===== src/rtl/fpu_issue_ctrl.sv =====
// Multi-cycle FPU issue/stall controller: accepts a decoded FP op, holds the
// pipeline for the op's latency, then presents a one-cycle writeback packet.
module fpu_issue_ctrl #(
    parameter int unsigned LAT_ADD  = 3,
    parameter int unsigned LAT_MUL  = 4,
    parameter int unsigned LAT_DIV  = 12,
    parameter int unsigned LAT_SQRT = 14,
    parameter int unsigned LAT_MISC = 1,
    parameter int unsigned LAT_CVT  = 2
) (
    input  logic        clk,
    input  logic        rst_n,
    input  logic        issue_valid,
    input  logic [3:0]  op_sel,
    input  logic [4:0]  rd_in,
    input  logic        fp_wr_in,
    input  logic        int_wr_in,
    input  logic        flush,
    input  logic [31:0] fpu_result_in,
    output logic        fpu_start,
    output logic [3:0]  fpu_op,
    output logic        stall,
    output logic        busy,
    output logic        wb_valid,
    output logic [4:0]  wb_rd,
    output logic        wb_fp,
    output logic        wb_int,
    output logic [31:0] wb_data,
    output logic        illegal
);

    typedef enum logic [1:0] {IDLE, RUN, DONE} state_t;

    state_t      state, state_nxt;
    logic [3:0]  cnt;
    logic [3:0]  op_q;
    logic [4:0]  rd_q;
    logic        fp_q, int_q;
    logic [31:0] data_q;
    logic [3:0]  lat_sel;
    logic        legal, offer, accept;

    assign legal  = (op_sel <= 4'd9);
    assign offer  = (state != RUN) && issue_valid && !flush;
    assign accept = offer && legal;

    always_comb begin
        lat_sel = 4'(LAT_MISC);
        case (op_sel)
            4'd0, 4'd1: lat_sel = 4'(LAT_ADD);
            4'd2:       lat_sel = 4'(LAT_MUL);
            4'd3:       lat_sel = 4'(LAT_DIV);
            4'd6:       lat_sel = 4'(LAT_SQRT);
            4'd8, 4'd9: lat_sel = 4'(LAT_CVT);
            default:    lat_sel = 4'(LAT_MISC);
        endcase
    end

    always_ff @(posedge clk or negedge rst_n) begin
        if (!rst_n) state <= IDLE;
        else        state <= state_nxt;
    end

    always_comb begin
        state_nxt = state;
        if (flush) begin
            state_nxt = IDLE;
        end else begin
            case (state)
                IDLE:    state_nxt = accept ? RUN : IDLE;
                RUN:     state_nxt = (cnt == 4'd1) ? DONE : RUN;
                DONE:    state_nxt = accept ? RUN : IDLE;
                default: state_nxt = IDLE;
            endcase
        end
    end

    // fpu_op survives a flush; only the writeback destination fields are cleared
    always_ff @(posedge clk or negedge rst_n) begin
        if (!rst_n) begin
            cnt    <= '0;
            op_q   <= '0;
            rd_q   <= '0;
            fp_q   <= 1'b0;
            int_q  <= 1'b0;
            data_q <= '0;
        end else if (flush) begin
            cnt   <= '0;
            rd_q  <= '0;
            fp_q  <= 1'b0;
            int_q <= 1'b0;
        end else if (accept) begin
            cnt   <= lat_sel;
            op_q  <= op_sel;
            rd_q  <= rd_in;
            fp_q  <= fp_wr_in;
            int_q <= int_wr_in;
        end else if (state == RUN) begin
            cnt <= cnt - 4'd1;
            if (cnt == 4'd1) data_q <= fpu_result_in;
        end
    end

    always_comb begin
        fpu_start = accept;
        stall     = accept || ((state == RUN) && !flush);
        busy      = (state == RUN);
        wb_valid  = (state == DONE) && !flush;
        wb_rd     = wb_valid ? rd_q : '0;
        wb_fp     = wb_valid && fp_q;
        wb_int    = wb_valid && int_q;
        wb_data   = data_q;
        illegal   = offer && !legal;
        fpu_op    = op_q;
    end

endmodule


===== config.mk =====
export PLATFORM = sky130hd
export DESIGN_NAME = fpu_issue_ctrl
export DESIGN_NICKNAME = d
export VERILOG_FILES = /design/src/rtl/fpu_issue_ctrl.sv
export SDC_FILE = /design/constraint.sdc
export NUM_CORES = 1
export LEC_CHECK = 0
export CAP_MARGIN = 20
export CORE_MARGIN = 8
export CORE_UTILIZATION = 65
export DETAILED_ROUTE_END_ITERATION = 7
export DONT_BUFFER_PORTS = 1
export PLACE_DENSITY = 0.89
export SYNTH_ARGS = -nofsm -noshare
export SYNTH_HDL_FRONTEND = slang
export SYNTH_SLANG_ARGS = --single-unit

===== constraint.sdc =====
create_clock -name clk -period 3.1 [get_ports clk]
set_input_delay 0.155 -clock clk [delete_from_list [all_inputs] [get_ports clk]]
set_output_delay 0.155 -clock clk [all_outputs]
set_load 0.05 [all_outputs]

==> results of run 1 <==
==> stage by stage <==
step	setup WS (ns)	cell area (um^2)	std cells
after global routing	0.756	2770	262
after detailed placement	1.30	2230	207
final	0.878	2770	262
after global placement	1.38	2230	207
after floorplan	0.599	2250	167
after CTS	0.914	2770	261
==> worst paths after layout <==
kind,startpoint,to,cells past startpoint
worst min-delay path,op_sel[3],cnt[1],2
worst max register to register,state[1],cnt[3],5
worst max-delay path,state[0],illegal,3
worst min register to register,int_q,int_q,2
max in group asynchronous,rst_n,wb_data[8],2
min in group asynchronous,rst_n,wb_data[0],2
==> Yosys cell counts (2+ instances only) <==
cell / count / area [um^2]
nor2_1: 9 / 33.8
ha_1: 2 / 25.0
a21oi_1: 3 / 15.0
buf_6: 2 / 22.5
xor2_1: 2 / 17.5
nand2_1: 6 / 22.5
mux2_2: 5 / 56.3
and2_1: 7 / 43.8
o21ai_0: 10 / 50.1
o22ai_1: 2 / 12.5
mux2_4: 29 / 435
nand3b_1: 8 / 60.1
buf_12: 3 / 60.1
inv_1: 14 / 52.6
dfrtp_1: 49 / 1230
clkbuf_1: 2 / 7.51
==> state kept, by name (all words and copies together) (netlist names) <==
name	flops
wb_data	32
rd_q	5
cnt	4
fpu_op	4
state	2
fp_q	1
int_q	1
==> power breakdown <==
group	internal (mW)	leakage, nW	total [mW]	switching, mW
Combinational	0.268	0.720	0.402	0.134
Clock	0.0858	0.0310	0.280	0.194
Sequential	0.810	0.621	1.59	0.779
==> worst max-delay path: stages, from the launching register on <==
cell,delay (ns)
dfrtp_1,0.44
nand2b_1,0.26
nand3b_1,0.24
nor2_1,0.78
==> placed cells by master, fill, tap and decap left out, types with 3 or more instances in the layout <==
cell type and count:
and2_1 7, nand3b_1 8, o21ai_0 10, inv_1 14, nor2_1 9, dfrtp_1 49
mux2_2 5, a21oi_1 3, dlygate4sd3_1 45, mux2_4 29, nand2_1 6, clkbuf_4 5
==> final cells by class <==
cell class	instances	area [um^2]	area share, %
clock buffer	5	37.5	1.36
tap	46	57.6	2.08
sequential	49	1230	44.3
timing repair buffer	48	493	17.8
antenna	1	2.50	0.0904
multi-input combinational	96	882	31.9
inverter	14	52.6	1.90
clock inverter	3	17.5	0.633
==> cells by family after synthesis <==
kind of cell / after synthesis / synth area share, %
multiplexers: 34 / 21.8
XOR/XNOR: 2 / 0.778
AO/OA/AOI/OAI: 22 / 6.06
AND/OR/NAND/NOR: 36 / 9.17
adder cells (fa/ha/maj): 2 / 1.11
buffers and inverters: 22 / 6.56
flip-flops: 49 / 54.5
==> metal layers <==
| layer | vias to the layer above | wire length [um] | global-route usage [%] |
|---|---|---|---|
| met5 | - | 0 | 0 |
| met4 | 0 | 127 | 8.48 |
| met3 | 13 | 774 | 10.3 |
| met2 | 95 | 2970 | 37.4 |
| met1 | 739 | 1950 | 21.9 |
| li1 | 662 | - | - |
==> timing repair <==
| action | in CTS | in global routing |
|---|---|---|
| endpoints found under the hold margin | 97 | 0 |
| buffers inserted | 0 | 0 |
| hold buffers | 46 | 0 |
==> out/qor.yml, run 1 <==
status:
  outcome: "complete, no violations"
clocking:
  cts_buffer_depth: 2
  cts_tree: "built"
  cts_buffers: 5
  cts.repair.resized: 0
  cts.clk_slew.worst_paths_ns: 0.13
  cts_num_sinks: 49
  insertion_delay_ns: 0.36
  cts-root-buf: "clkbuf_4"
  h-tree-depth: 2
logic_synthesis:
  syn_area_per_cell_um2: 13.5
  yosys_warnings: 0
  yosys_most_used_dff: "dfrtp_1"
  synth_edf_count: 0
  async_reset_ff_share_pct: 100
  syn_area_um2: 2250
  ys_seq_area_share_pct: 54.5
  synthesis.instances: 167
  ys_types: 30
  ys_seq_elements: 49
  synth.net_count: 216
cells_and_area:
  drive_gt1_share_pct: 21.9
  syn2layout_area_growth_pct: 23.0
  fin_util_pct: 83.0
  fin_nets: 263
  fillers: 181
sta:
  slew_headroom_pct: 26.4
  setup_viol_count_final: 0
  drv_slew: 0
  fin_crit_ns: 2.22
  timing.setup.tns_ns: 0
  hold_ws_ns: 0.0443
  skew_ns: 0.0111
  grt_setup_unrepaired: "false"
  worst_pin_slew_ns: 1.11
  hold_viol_final: 0
  fmaxAchievable_ghz: 0.450
  min_period_over_period_pct: 71.7
setup_path:
  cp-end-kind: "output pin"
  cp_max_fo: 8
  arrival_ns: 2.07
  reg2reg_slack_ns: 1.27
  crit_required_ns: 2.94
  path_class: "reg2out"
  crit_path_start_kind: "flip-flop"
floorplanning:
  start_util_pct: 67.5
  die_area_um2: 5600
  die_x_um: 74.8
  num_io_pins: 95
  die_h_um: 74.8
  rows: 21
  core_um2: 3340
power:
  power_mw: 2.27
  ir_drop_mv: 0.498
  powerDensity_nw_per_um2: 820
  leakage_nw: 1.37
grt:
  grt_max_degree: 50
  grt_antenna_before_repair: 1
  grt_pass1_wl_um: 8910
  first_global_vias: 1659
  grt_use_total_pct: 21.6
  grt_overflow: 0
routing:
  num_vias: 1509
  post-route-drc-count: 0
  drtAntennaViolNets: 0
  drt_wl_total_um: 5830
  wl_per_cell_um: 22.2
  firstDrtPassIters: 4
  drtIter0Drc: 59
  routed_via_density: 5.76
placed_design:
  portBuffers: 0
  dpl.hpwl_um: 3580
  gp_congestion: 0.742
run:
  maxCapViolations: 0
worst_hold_path:
  hold_path_class: "in2reg"
Power figures use the tool's default switching activity.
==> run 2, diff against run 1 <==
--- a/config.mk
+++ b/config.mk
@@ -7,10 +7,10 @@
 export LEC_CHECK = 0
 export CAP_MARGIN = 20
 export CORE_MARGIN = 8
-export CORE_UTILIZATION = 65
+export CORE_UTILIZATION = 56
 export DETAILED_ROUTE_END_ITERATION = 7
 export DONT_BUFFER_PORTS = 1
-export PLACE_DENSITY = 0.89
+export PLACE_DENSITY = 0.82
 export SYNTH_ARGS = -nofsm -noshare
 export SYNTH_HDL_FRONTEND = slang
 export SYNTH_SLANG_ARGS = --single-unit
==> constraint.sdc (replaced) <==
create_clock -name clk -period 2.02 [get_ports clk]
set_input_delay 0.101 -clock clk [delete_from_list [all_inputs] [get_ports clk]]
set_output_delay 0.101 -clock clk [all_outputs]
set_load 0.05 [all_outputs]
==> out/qor.yml, run 2 (synthesis gave the netlist of run 1 again) <==
cells_and_area:
  antenna_cells: 0
  drive_gt1_share_pct: 26.0
  fillers: 226
  multiInputGateArea_um2: 882
  syn2layout_area_growth_pct: 34.5
  mostFrequentLayoutCell: "dfrtp_1"
  mostFrequentLayoutCells: "49 x dfrtp_1, 45 x dlygate4sd3_1, 29 x mux2_4"
  largest_reg_flops: 32
  seqCellArea_um2: 1230
  fin_nets: 275
routing:
  post-route-drc-count: 0
  wl_per_cell_um: 21.0
  firstDrtPassIters: 4
  drt_wl_total_um: 5830
  drtAntennaViolNets: 0
  drtIter0Drc: 48
  routed_via_density: 5.36
  num_vias: 1486
grt:
  grt_overflow: 0
  grt_use_total_pct: 19.0
  grt_pass1_wl_um: 9230
  first_global_vias: 1651
  grt_antenna_before_repair: 0
  grt_max_degree: 50
floorplanning:
  rows: 23
  die_x_um: 79.4
  num_io_pins: 95
  core_um2: 3940
  die_area_um2: 6300
  die_h_um: 79.4
  start_util_pct: 57.1
worst_hold_path:
  hold_path_end: "rd_q[3]"
  min_from: "flush"
  holdPathStages: 2
  hold_path_class: "in2reg"
clocking:
  post_cts_buffers: 0
  cts_hold_buf: 46
  h-tree-depth: 2
  cts.clk_slew.worst_paths_ns: 0.09
  cts_buffer_depth: 2
  cts_tree: "built"
  cts-root-buf: "clkbuf_8"
  insertion_delay_ns: 0.30
  cts.repair.resized: 0
  cts_buffers: 5
  cts_num_sinks: 49
sta:
  setup_viol_count_final: 0
  fin_crit_ns: 1.82
  slew_headroom_pct: 60.6
  min_period_over_period_pct: 89.9
  drv_slew: 0
  grt_setup_unrepaired: "false"
  skew_ns: 0.00876
  fmaxAchievable_ghz: 0.551
  worst_pin_slew_ns: 0.591
  timing.setup.tns_ns: 0
  hold_viol_final: 0
power:
  p_switching_mw: 1.71
  comb_power_share_pct: 16.2
  leakage_nw: 1.49
  power_frac_seq_pct: 62.9
  ir_drop_mv: 0.588
  powerDensity_nw_per_um2: 1280
  internal_power_mw: 2.16
  p_sw_share_pct: 44.2
  power_mw: 3.86
  power.clock.fraction_pct: 20.8
setup_path:
  path_buf_inv: 1
  cp_max_fo: 33
  crit_required_ns: 2.20
  cpPeakStageDelay_ns: 0.58
  r2r-end: "wb_data[21]"
  crit_path_start_kind: "flip-flop"
  r2r_start: "cnt[1]"
  arrival_ns: 1.99
  cp-end-kind: "flip-flop"
  crit_slowest_cell: "or3_4"
  r2r_cells: 5
  cpLargestDelayFamily: "simple AND/OR/NAND/NOR gates"
  cp_cell_sequence: "inv_1, ha_1, nand2_1, or3_4, mux2_4"
  path_class: "reg2reg"
  reg2reg_slack_ns: 0.20
status:
  outcome: "complete, no violations"
placed_design:
  dpl.hpwl_um: 3750
  gp_congestion: 0.771
  portBuffers: 0
run:
  maxCapViolations: 0
run 2: cell count changes in the layout (fill, tap and decap cells not counted), sizes merged:
| cell | change |
|---|---|
| bufinv | +2 |
| buf | +12 |
| diode | -1 |
| clkinvlp | -1 |
| clkinv | -1 |
run 2: how the worst max path moves through the flow:
stage / start / to / slack, ns / cells past startpoint
after floorplan: state[0] / wb_fp / 0.21 / 2
after detailed placement: cnt[1] / wb_data[0] / 0.25 / 5
final: cnt[1] / wb_data[21] / 0.20 / 5
after global routing: cnt[1] / wb_data[21] / 0.15 / 5
after global placement: cnt[1] / wb_data[4] / 0.32 / 5
after CTS: cnt[1] / wb_data[22] / 0.21 / 5
run 2: layer usage:
metal / GRT usage [%] / vias up / routed length, um
met5: 0 / - / 0
met1: 19.7 / 732 / 2040
li1: - / 683 / -
met4: 4.63 / 0 / 65
met3: 8.45 / 8 / 556
met2: 34.2 / 63 / 3170
run 2: layout make-up:
cell class                 instances  area share [%]
clock buffer                       5            2.27
clock inverter                     3            2.15
inverter                          14            1.74
multi-input combinational         96            29.1
sequential                        49            40.5
tap                               50            2.07
timing repair buffer              60            22.1
run 2: power groups by stage:
stage / combinational (mW) / clock, mW / sequential (mW)
2_1_floorplan: 0.459 / 0 / 2.35
4_1_cts: 0.625 / 0.814 / 2.43
3_5_place_dp: 0.520 / 0 / 2.45
5_1_grt: 0.679 / 0.858 / 2.47
3_3_place_gp: 0.482 / 0 / 2.43
6_report: 0.627 / 0.805 / 2.43
run 2: stage by stage:
step	hold WS, ns	instances	worst slack (ns)	utilization (%)	instance area [um^2]
global placement	-0.193	223	0.323	61.3	2420
finish	0.00568	277	0.204	76.8	3030
floorplan	-0.195	167	0.207	-	2260
global route	0.000421	277	0.154	76.8	3030
detailed placement	-0.193	223	0.246	61.3	2420
CTS	0.00387	277	0.214	76.8	3030
==> run 3, diff against run 2 <==
--- a/config.mk
+++ b/config.mk
@@ -7,10 +7,10 @@
 export LEC_CHECK = 0
 export CAP_MARGIN = 20
 export CORE_MARGIN = 8
-export CORE_UTILIZATION = 56
+export CORE_UTILIZATION = 55
 export DETAILED_ROUTE_END_ITERATION = 7
 export DONT_BUFFER_PORTS = 1
-export PLACE_DENSITY = 0.82
+export PLACE_DENSITY = 0.81
 export SYNTH_ARGS = -nofsm -noshare
 export SYNTH_HDL_FRONTEND = slang
 export SYNTH_SLANG_ARGS = --single-unit
==> out/qor.yml, run 3 (synthesis gave the netlist of run 1 again) <==
clocking:
  h-tree-depth: 2
  cts.clk_slew.worst_paths_ns: 0.09
  cts_buffers: 5
  cts_buffer_depth: 2
  cts_num_sinks: 49
  cts.repair.resized: 0
  cts_tree: "built"
  cts-root-buf: "clkbuf_8"
  post_cts_buffers: 0
  insertion_delay_ns: 0.30
cells_and_area:
  largest_reg_flops: 32
  syn2layout_area_growth_pct: 33.7
  antenna_cells: 0
  mostFrequentLayoutCell: "dfrtp_1"
  drive_gt1_share_pct: 26.0
  fin_nets: 275
  mostFrequentLayoutCells: "49 x dfrtp_1, 45 x dlygate4sd3_1, 29 x mux2_4"
sta:
  hold_viol_final: 0
  layout_setup_ws_ns: 0.234
  worst_pin_slew_ns: 0.585
  min_period_over_period_pct: 88.4
  fmaxAchievable_ghz: 0.560
  slew_headroom_pct: 61.0
  drv_slew: 0
  setup_viol_count_final: 0
  grt_setup_unrepaired: "false"
  fin_crit_ns: 1.79
  skew_ns: 0.0105
  timing.setup.tns_ns: 0
setup_path:
  reg2reg_slack_ns: 0.23
  path_class: "reg2reg"
  cp-end-kind: "flip-flop"
  arrival_ns: 1.97
  crit_required_ns: 2.20
  crit_path_start_kind: "flip-flop"
  cp_max_fo: 33
floorplanning:
  start_util_pct: 56.7
  die_x_um: 80.0
  die_area_um2: 6400
  rows: 23
  num_io_pins: 95
  die_h_um: 80.0
  core_um2: 3970
power:
  leakage_nw: 1.48
  powerDensity_nw_per_um2: 1250
  ir_drop_mv: 0.573
grt:
  grt_antenna_before_repair: 0
  grt_max_degree: 50
  grt_overflow: 0
  first_global_vias: 1616
  grt_use_total_pct: 18.8
  grt_pass1_wl_um: 9200
routing:
  wl_per_cell_um: 21.0
  drt_wl_total_um: 5820
  routed_via_density: 5.44
  post-route-drc-count: 0
  firstDrtPassIters: 4
  drtAntennaViolNets: 0
  drtIter0Drc: 55
  num_vias: 1507
placed_design:
  gp_congestion: 0.712
  pre_cts_slack_ns: 0.253
  dpl.hpwl_um: 3790
  portBuffers: 0
run:
  maxCapViolations: 0
status:
  outcome: "complete, no violations"
worst_hold_path:
  hold_path_class: "in2reg"
[run 3: changes by cell type in the layout (fill, tap and decap cells not counted)]
| cell | delta |
|---|---|
| clkinvlp_4 | +1 |
| clkinv_4 | +1 |
| clkinv_2 | -1 |
| bufinv_16 | -1 |
[run 3: layout make-up]
type / count / area, um^2
Sequential cell: 49 / 1230
Clock inverter: 3 / 46.3
Clock buffer: 5 / 68.8
Inverter: 14 / 52.6
Fill cell: 243 / 962
Tap cell: 50 / 62.6
Timing Repair Buffer: 60 / 671
Multi-Input combinational cell: 96 / 882
[run 3: stage by stage]
step / util [%] / hold WS (ns) / std cells / area (um^2) / power, mW
3_3_place_gp: 60.8 / -0.193 / 223 / 2420 / 2.91
5_1_grt: 75.8 / 0.0270 / 277 / 3010 / 3.90
2_1_floorplan: - / -0.195 / 167 / 2260 / 2.81
6_report: 75.8 / 0.0345 / 277 / 3010 / 3.76
3_5_place_dp: 60.8 / -0.193 / 223 / 2420 / 2.97
4_1_cts: 75.8 / 0.0188 / 277 / 3010 / 3.77
[run 3: what timing repair did]
item,CTS,global route
hold buffers,46,0
endpoints found under the hold margin,97,0
endpoints found under the setup margin,0,0
[run 3: final timing paths]
kind,start,endpoint,cells past startpoint
setup / recovery,cnt[1],wb_data[17],5
hold / removal,flush,rd_q[2],2
setup reg to reg,cnt[1],wb_data[17],5
hold reg to reg,int_q,int_q,2
max in group asynchronous,rst_n,fpu_op[1],2
min in group asynchronous,rst_n,wb_data[25],2
[run 3: critical path, stage by stage, from the launching register on]
cell and delay [ns]:
dfrtp_1 0.39, inv_1 0.09, ha_1 0.15, nand2_1 0.06
or3_4 0.58, mux2_2 0.38
[run 3: per-layer routing]
metal,GRT usage [%],wire [um],up-vias
li1,-,-,684
met1,20.1,2070,746
met2,32.1,3090,73
met3,9.23,632,4
met4,4.73,25,0
met5,0,0,-
[run 3: where the power goes]
group	internal (mW)	switching (mW)	total, mW
Sequential	1.24	1.19	2.44
Combinational	0.421	0.202	0.623
Clock	0.370	0.326	0.697
Total	2.03	1.72	3.76
